===== src/rtl/hsynth_audio_pkg.sv =====
// Shared definitions for the synth audio path: default widths, the playback
// serializer state encoding and the stereo half-select indices.
package hsynth_audio_pkg;

   localparam int unsigned DATA_W_DEF = 24;
   localparam int unsigned CNT_W_DEF  = 16;

   // Serializer sequencing: idle/silent, waiting for a frame start, running.
   typedef enum logic [1:0] {
      IDLE = 2'd0,
      SYNC = 2'd1,
      RUN  = 2'd2
   } tx_state_e;

   // Half index within a packed stereo word: left sits in the upper half.
   localparam int unsigned HALF_LEFT  = 1;
   localparam int unsigned HALF_RIGHT = 0;

endpackage


===== src/rtl/hsynth_edge_sync.sv =====
// Two-flop synchronizer followed by a delay flop, producing the synced level
// and single-cycle rise/fall strokes for an oversampled asynchronous input.
// Ports:
//   clk, reset_n : interface clock, async active-low reset
//   d            : asynchronous input
//   q            : synchronized level
//   rise_c       : combinational, synced 0->1 seen this cycle
//   fall_c       : combinational, synced 1->0 seen this cycle
module hsynth_edge_sync (
   input  logic clk,
   input  logic reset_n,
   input  logic d,
   output logic q,
   output logic rise_c,
   output logic fall_c
);

   logic meta;
   logic q_dly;

   // Synchronizer chain plus one-cycle history for edge detection.
   always_ff @(posedge clk or negedge reset_n) begin
      if (!reset_n) begin
         meta  <= 1'b0;
         q     <= 1'b0;
         q_dly <= 1'b0;
      end else begin
         meta  <= d;
         q     <= meta;
         q_dly <= q;
      end
   end

   assign rise_c = q & ~q_dly;
   assign fall_c = ~q & q_dly;

endmodule


===== src/rtl/hsynth_i2s_tx.sv =====
// Philips-I2S playback serializer. Oversamples bclk/lrclk on clk, pops one
// stereo word per frame from a show-ahead FIFO and shifts it out MSB-first on
// dacdat with the one-bit I2S delay after each channel edge.
// Ports:
//   clk, reset_n   : interface clock, async active-low reset
//   enable         : 1 = run, 0 = idle with silent output
//   bclk, lrclk    : bit/frame clocks (asynchronous, sampled only)
//   fifo_empty     : playback FIFO empty
//   fifo_rdata     : FIFO head word {left, right}
//   fifo_rd        : pop strobe, same cycle as the left-start bclk fall
//   dacdat         : serial data to the DAC
//   underrun       : pulse when a frame starts with the FIFO empty
//   underrun_clr   : synchronous clear of underrun_cnt
//   underrun_cnt   : saturating underrun count
module hsynth_i2s_tx
   import hsynth_audio_pkg::*;
#(
   parameter int unsigned DATA_W = DATA_W_DEF,
   parameter int unsigned CNT_W  = CNT_W_DEF
) (
   input  logic                clk,
   input  logic                reset_n,
   input  logic                enable,
   input  logic                bclk,
   input  logic                lrclk,
   input  logic                fifo_empty,
   input  logic [2*DATA_W-1:0] fifo_rdata,
   output logic                fifo_rd,
   output logic                dacdat,
   output logic                underrun,
   input  logic                underrun_clr,
   output logic [CNT_W-1:0]    underrun_cnt
);

   localparam int unsigned       BCNT_W   = $clog2(DATA_W + 1);
   localparam logic [BCNT_W-1:0] BIT_LAST = BCNT_W'(DATA_W);

   tx_state_e state_q, state_d;

   logic bclk_s, bclk_rise, bfall;
   logic lr_s, lr_rise, lr_fall;
   logic lr_q;
   logic chan_start, left_start, right_start;
   logic take_left, load_right, shift;
   logic unused_edges;

   logic [2*DATA_W-1:0] hold;
   logic [DATA_W-1:0]   shreg;
   logic [BCNT_W-1:0]   bit_cnt;

   hsynth_edge_sync u_bclk_sync (
      .clk     (clk),
      .reset_n (reset_n),
      .d       (bclk),
      .q       (bclk_s),
      .rise_c  (bclk_rise),
      .fall_c  (bfall)
   );

   hsynth_edge_sync u_lrclk_sync (
      .clk     (clk),
      .reset_n (reset_n),
      .d       (lrclk),
      .q       (lr_s),
      .rise_c  (lr_rise),
      .fall_c  (lr_fall)
   );

   // Channel edges are judged against lr_q, which only moves on bclk falls.
   assign unused_edges = ^{bclk_s, bclk_rise, lr_rise, lr_fall};
   assign chan_start   = bfall & (lr_s != lr_q);
   assign left_start   = chan_start & ~lr_s;
   assign right_start  = chan_start & lr_s;

   // State register.
   always_ff @(posedge clk or negedge reset_n) begin
      if (!reset_n) state_q <= IDLE;
      else          state_q <= state_d;
   end

   // Next state and per-cycle actions; enable low overrides everything.
   always_comb begin
      state_d    = state_q;
      take_left  = 1'b0;
      load_right = 1'b0;
      shift      = 1'b0;
      fifo_rd    = 1'b0;
      underrun   = 1'b0;
      case (state_q)
         IDLE: state_d = SYNC;
         SYNC: begin
            if (left_start) begin
               state_d   = RUN;
               take_left = 1'b1;
            end
         end
         RUN: begin
            if (left_start)       take_left  = 1'b1;
            else if (right_start) load_right = 1'b1;
            else if (bfall)       shift      = 1'b1;
         end
         default: state_d = IDLE;
      endcase
      if (!enable) begin
         state_d    = IDLE;
         take_left  = 1'b0;
         load_right = 1'b0;
         shift      = 1'b0;
      end
      fifo_rd  = take_left & ~fifo_empty;
      underrun = take_left & fifo_empty;
   end

   // Frame phase tracking, sample hold and shift register.
   always_ff @(posedge clk or negedge reset_n) begin
      if (!reset_n) begin
         lr_q    <= 1'b0;
         hold    <= '0;
         shreg   <= '0;
         bit_cnt <= '0;
         dacdat  <= 1'b0;
      end else begin
         if (bfall) lr_q <= lr_s;
         if (take_left) begin
            // Empty FIFO plays a silent frame.
            hold    <= fifo_empty ? '0 : fifo_rdata;
            shreg   <= fifo_empty ? '0 : fifo_rdata[HALF_LEFT*DATA_W +: DATA_W];
            bit_cnt <= '0;
         end else if (load_right) begin
            shreg   <= hold[HALF_RIGHT*DATA_W +: DATA_W];
            bit_cnt <= '0;
         end
         // On channel-start falls dacdat holds: that is the I2S one-bit delay.
         if (!enable) begin
            dacdat <= 1'b0;
         end else if (shift) begin
            if (bit_cnt != BIT_LAST) begin
               dacdat  <= shreg[DATA_W-1];
               shreg   <= {shreg[DATA_W-2:0], 1'b0};
               bit_cnt <= bit_cnt + BCNT_W'(1);
            end else begin
               dacdat <= 1'b0;
            end
         end
      end
   end

   // Saturating underrun counter; a coincident clear keeps the new event.
   always_ff @(posedge clk or negedge reset_n) begin
      if (!reset_n) begin
         underrun_cnt <= '0;
      end else if (underrun_clr) begin
         underrun_cnt <= underrun ? CNT_W'(1) : '0;
      end else if (underrun && (underrun_cnt != '1)) begin
         underrun_cnt <= underrun_cnt + CNT_W'(1);
      end
   end

endmodule


===== config.mk =====
export PLATFORM = sky130hd
export DESIGN_NAME = hsynth_i2s_tx
export DESIGN_NICKNAME = d
export VERILOG_FILES = /design/src/rtl/hsynth_audio_pkg.sv /design/src/rtl/hsynth_edge_sync.sv /design/src/rtl/hsynth_i2s_tx.sv
export SDC_FILE = /design/constraint.sdc
export NUM_CORES = 1
export LEC_CHECK = 0
export CORE_MARGIN = 3
export CORE_UTILIZATION = 35
export DETAILED_ROUTE_END_ITERATION = 10
export HOLD_SLACK_MARGIN = 0.08
export SYNTH_ARGS = -nofsm -noshare
export SYNTH_HDL_FRONTEND = slang
export SYNTH_SLANG_ARGS = --single-unit

===== constraint.sdc =====
create_clock -name clk -period 2.9 [get_ports clk]
set_input_delay 0.58 -clock clk [delete_from_list [all_inputs] [get_ports clk]]
set_output_delay 0.58 -clock clk [all_outputs]
set_load 0.1 [all_outputs]

# == Yosys cells after proc, flatten, opt, wreduce, memory -nomap -nowiden ==
# Index checks and enable logic that the tools add are counted.
# totals
latch_bits,0
n_memories,0
romBits,0
output_inout_bits,19
ram_bits,0
in_bits,55
register_bits,78
word_cells,69
# op_classes
bitwise,9
addsub,2
n_eq_ne,8
div_mod_pow,0
n_lt_le_gt_ge,0
n_shift,0
muxes,33
multipliers,0
reduce_logical,5
# op_table
op,n
$mux 24,7
$mux 16,2
$mux 5,5
$add 16x1->16 const B,1
$mux 1,16
$ne 16x16->1 const B,1
$and 1x1->1,6
$pmux 2 s3,1
$add 5x1->5 const B,1
$ne 5x5->1 const B,1
$mux 2,2
$ne 3x3->1 const B,1
$not 1->1,3
$eq 2x1->1 const B,1
$eq 2x2->1 const B,1
$logic_not 2->1,1
$ne 2x1->1 const B,1
$ne 2x2->1 const B,1
$reduce_and 2->1,1
$reduce_bool 2->1,1
$reduce_or 2->1,1
$logic_and 1x1->1,1
$ne 1x1->1,1

# == Longest topological paths before layout ==
# depth
depth_word,13
ltp_mapped,8
ltp_nobuf,7

# == Hierarchy ==
# A second synthesis with hierarchy kept.
# unflattened
hier_cells,384
area_unflattened_um2,3970.1
# modules_own_cells
mod,n_inst,cells_each,seq_area_each_um2,area_per_inst_um2
hsynth_i2s_tx,1,374,1826.8,3789.9
hsynth_edge_sync,2,5,75.1,90.1

# == Worst setup path after synthesis ==
# OpenSTA, ideal clock, no wires.
# synth_path
kind,register -> output
startpoint,register state_q[0]
endpoint,output fifo_rd
t_required_ns,2.320
arrival_time_ns,2.552
path_slack_ns,-0.232
stages_incl_launch_ff,7
n_path_buf,2
path_cell_list,dfrtp_1 -> inv_1 -> ha_1 -> nand3_1 -> clkbuf_1 -> clkbuf_1 -> nor2_1
# synth_via
elab_chain_len,5
word_cells_on_any_way,6
classes_between,2 x eq/ne; 2 x mux; 1 x bitwise; 1 x reduce/logical
# synth_lines
element,line_no,rtl
start: declaration,hsynth_i2s_tx.sv:38,"tx_state_e state_q, state_d;"
start signal: assignment,hsynth_i2s_tx.sv:78,else state_q <= state_d;
$eq 2x2->1 / $eq 2x1->1 (equally long branches),hsynth_i2s_tx.sv:89,case (state_q)
$reduce_or 2->1 (no line) (*),n/a,
$mux 1 (*),n/a,
$mux 1 (*),hsynth_i2s_tx.sv:104,if (!enable) begin
$and 1x1->1 (*),hsynth_i2s_tx.sv:110,fifo_rd = take_left & ~fifo_empty;
end: declaration,hsynth_i2s_tx.sv:28,"output logic fifo_rd,"
# Every way passes the cells marked *; elsewhere a longest branch is shown, timed or not.

# == Worst setup path after layout ==
# layout_path
startpoint,input enable
endpoint,output underrun
# layout_via
elab_chain_len,2
# layout_lines
element,line_no,rtl
start: declaration,hsynth_i2s_tx.sv:23,"input logic enable,"
$mux 1,hsynth_i2s_tx.sv:104,
$and 1x1->1,hsynth_i2s_tx.sv:111,underrun = take_left & fifo_empty;
end: declaration,hsynth_i2s_tx.sv:30,"output logic underrun,"
# No other way between the ends.

==> impl_metrics.py <==
metrics = {
    "synth": {
        "post_syn_area_per_cell_sq_um": 8.94,
        "syn-cell-area_sq_mm": 0.00417,
        "post_synth_edffs": 0,
        "synth.net_count": 529,
        "synth-async-reset-ratio_pct": 100,
        "dominantRegCellSynth": "dfrtp_1",
        "distinct_cell_type_count_after_synthesis": 36,
        "synthesis.instances": 467,
        "synth_seq_area_share_pct": 46.8,
        "synth_seq_cells": 78,
        "synth.yosys.warnings": 0,
    },
    "grt": {
        "groute.usage.overall_pct": 16.7,
        "grt_pass1_vias": 3618,
        "antenna_found_initial": 0,
        "maximum_number_of_pins_on_one_net_before_global_route_repair": 56,
        "global_route.overflow_total": 0,
        "grt_pass1_wl_mm": 17.7,
    },
    "worst_setup_path": {
        "worst-setup-path-type": "input port to output port",
        "crit_arrival_ns": 1.85,
        "startpoint_class": "input port",
        "cp.required_ns": 2.32,
        "critical_path.endpoint_type": "output port",
        "timing.critical_path.fanout_max": 8,
    },
    "place": {
        "placed_cells_incl_taps": 659,
        "preCtsSetupSlack_ns": 0.278,
        "io_buffer_count": 73,
        "dp.final_hpwl_mm": 6.97,
        "placed_area_sq_mm": 0.00505,
        "gp_congestion": 0.751,
    },
    "cells_and_area": {
        "post_route_cells_drive_above_1_share_pct": 10.7,
        "final_area_sq_mm": 0.00531,
        "post_layout_nonfiller_instances": 675,
        "areaGrowthSynthToFinish_pct": 27.3,
        "antenna_cells": 0,
        "post-route-util_pct": 46.1,
        "nets": 589,
    },
    "floorplan": {
        "floorplan.rows": 39,
        "die_width_microns": 115,
        "die_area_sq_mm": 0.0133,
        "core_sq_mm": 0.0115,
        "ioPinCount": 74,
        "die-height_microns": 115,
        "floorplan.initialDensity_pct": 36.2,
    },
    "sta": {
        "final_min_period_over_clock_period_pct": 83.8,
        "rsz0062_at_grt": "no",
        "final_setup_violating_endpoints": 0,
        "max_slew_margin_pct": 44.4,
        "final.setup.worst_slack_ns": 0.470,
        "report.final.hold_viol_count": 0,
        "totalNegativeSetupSlack_ns": 0,
        "layout_min_cycle_time_ns": 2.43,
        "tightest_slew_ns": 0.835,
        "hold_ws_ns": 0.271,
        "finalClockSkew_ns": 0.00588,
        "max_clock_freq_mhz": 412,
        "final-max-slew-violation-count": 0,
    },
    "power": {
        "irDropWorstVdd_mv": 0.250,
        "cellLeakagePower_nw": 2.29,
        "design_power_total_mw": 3.25,
        "powerDensity_mw_per_mm2": 611,
    },
    "detailed_routing": {
        "first_pass_iters": 4,
        "drc": 0,
        "detailroute.via_count": 3661,
        "drt-wirelength-per-cell_microns": 15.6,
        "antenna_left": 0,
        "drt-vias-per-instance": 5.42,
        "drtIter0Drc": 271,
        "total_wire_length_mm": 10.5,
    },
    "clocking": {
        "postCtsSetupRepairBufs": 0,
        "hold_buffers": 0,
        "clk_transition_reported_paths_ns": 0.06,
        "post_cts_gate_resize_count": 0,
        "number_of_buffers_created_by_cts": 9,
        "clock_insertion_delay_worst_skew_ns": 0.33,
        "clock_tree.root_cell": "clkbuf_16",
        "cts_tree": "done",
        "cts_htree_levels": 3,
        "clock_tree.buffer_depth": 2,
        "cts.sink_count": 78,
    },
    "flow_run": {
        "max_cap_viol_count": 0,
    },
    "hold_path": {
        "hold_class": "input port to async pin",
    },
    "run_status": {
        "outcome": "finished clean",
    },
}
==> routing by layer <==
metal	track usage [%]	up-vias	share of wire, %
met2	26.7	73	48
met4	6.10	0	1.1
met5	0	-	0
met3	3.74	10	3.6
met1	22.2	1772	47
li1	-	1806	-
==> worst max-delay path, cell delays in order <==
cell,delay (ns)
clkdlybuf4s50_1,0.50
buf_4,0.16
and3_1,0.16
nand2_1,0.07
inv_1,0.17
buf_12,0.20
==> cells in the final DEF (no fill, tap or decap), types with 3 or more instances in the layout <==
cell type,synthesis,final
dfrtp_1,78,78
nand2_1,60,60
o21ai_0,55,55
clkdlybuf4s50_1,0,53
nand3_1,39,38
a21oi_1,38,38
buf_4,0,30
nand2b_1,26,26
nand3b_1,24,24
o22a_1,23,23
or4_1,12,12
nand4_1,10,10
o31ai_1,10,10
clkbuf_16,0,9
inv_1,8,8
ha_1,7,7
nor2b_1,6,5
clkinv_2,0,5
and3_1,4,4
mux2_2,3,3
buf_12,0,3
==> cell usage after synthesis, drive strengths merged (10+ instances only) <==
cell    number  area [sq um]
dfrtp       78          1950
o22a        23           201
clkbuf      32           120
nand3b      24           180
nand2b      26           163
nand3       39           195
o31ai       10          75.1
nand4       10          62.6
or4         12          90.1
nand2       60           225
o21ai       55           275
a21oi       38           190
==> area by class of cell <==
type | instances | area [sq um]
flip-flops and latches | 78 | 1950
clock inverters | 5 | 25.0
well taps | 143 | 179
repair buffers | 86 | 816
clock buffers | 11 | 243
fillers | 1116 | 6200
inverters | 8 | 30.0
multi-input cells | 344 | 2070
==> registers in the layout, indices dropped and copies added (netlist names), 2 cells and up <==
name          count
bit_cnt           5
hold             24
shreg            24
state_q           2
underrun_cnt     16
==> power by group <==
| group | switching (mW) | internal [mW] | total, mW |
|---|---|---|---|
| logic | 0.334 | 0.376 | 0.711 |
| clock network | 0.429 | 0.595 | 1.02 |
| registers | 0.155 | 1.36 | 1.51 |
==> worst paths after layout <==
check | start | to | slack (ns) | cells after the start
hold reg to reg | u_lrclk_sync.meta | u_lrclk_sync.q | 0.35 | 0
setup reg to reg | state_q[0] | underrun_cnt[10] | 0.51 | 6
setup / recovery | enable | underrun | 0.47 | 6
min in group clk | u_lrclk_sync.meta | u_lrclk_sync.q | 0.35 | 0
hold / removal | reset_n | underrun_cnt[15] | 0.27 | 1
max in group asynchronous | reset_n | hold[20] | 1.95 | 2
==> logic make-up (layout without fill, tap and decap cells) <==
family                     Yosys count  count (layout)  share of synthesized area, %
DFF                                 78              78                          46.8
xor gates and xnor gates             3               3                         0.630
AOI/OAI and AO/OA                  130             130                          18.7
muxes                                5               5                          1.29
adders and majority gates            7               7                          2.10
and+or+nand+nor                    199             199                          26.5
buffers and inverters               45             110                          4.08
Power figures use the tool's default switching activity.
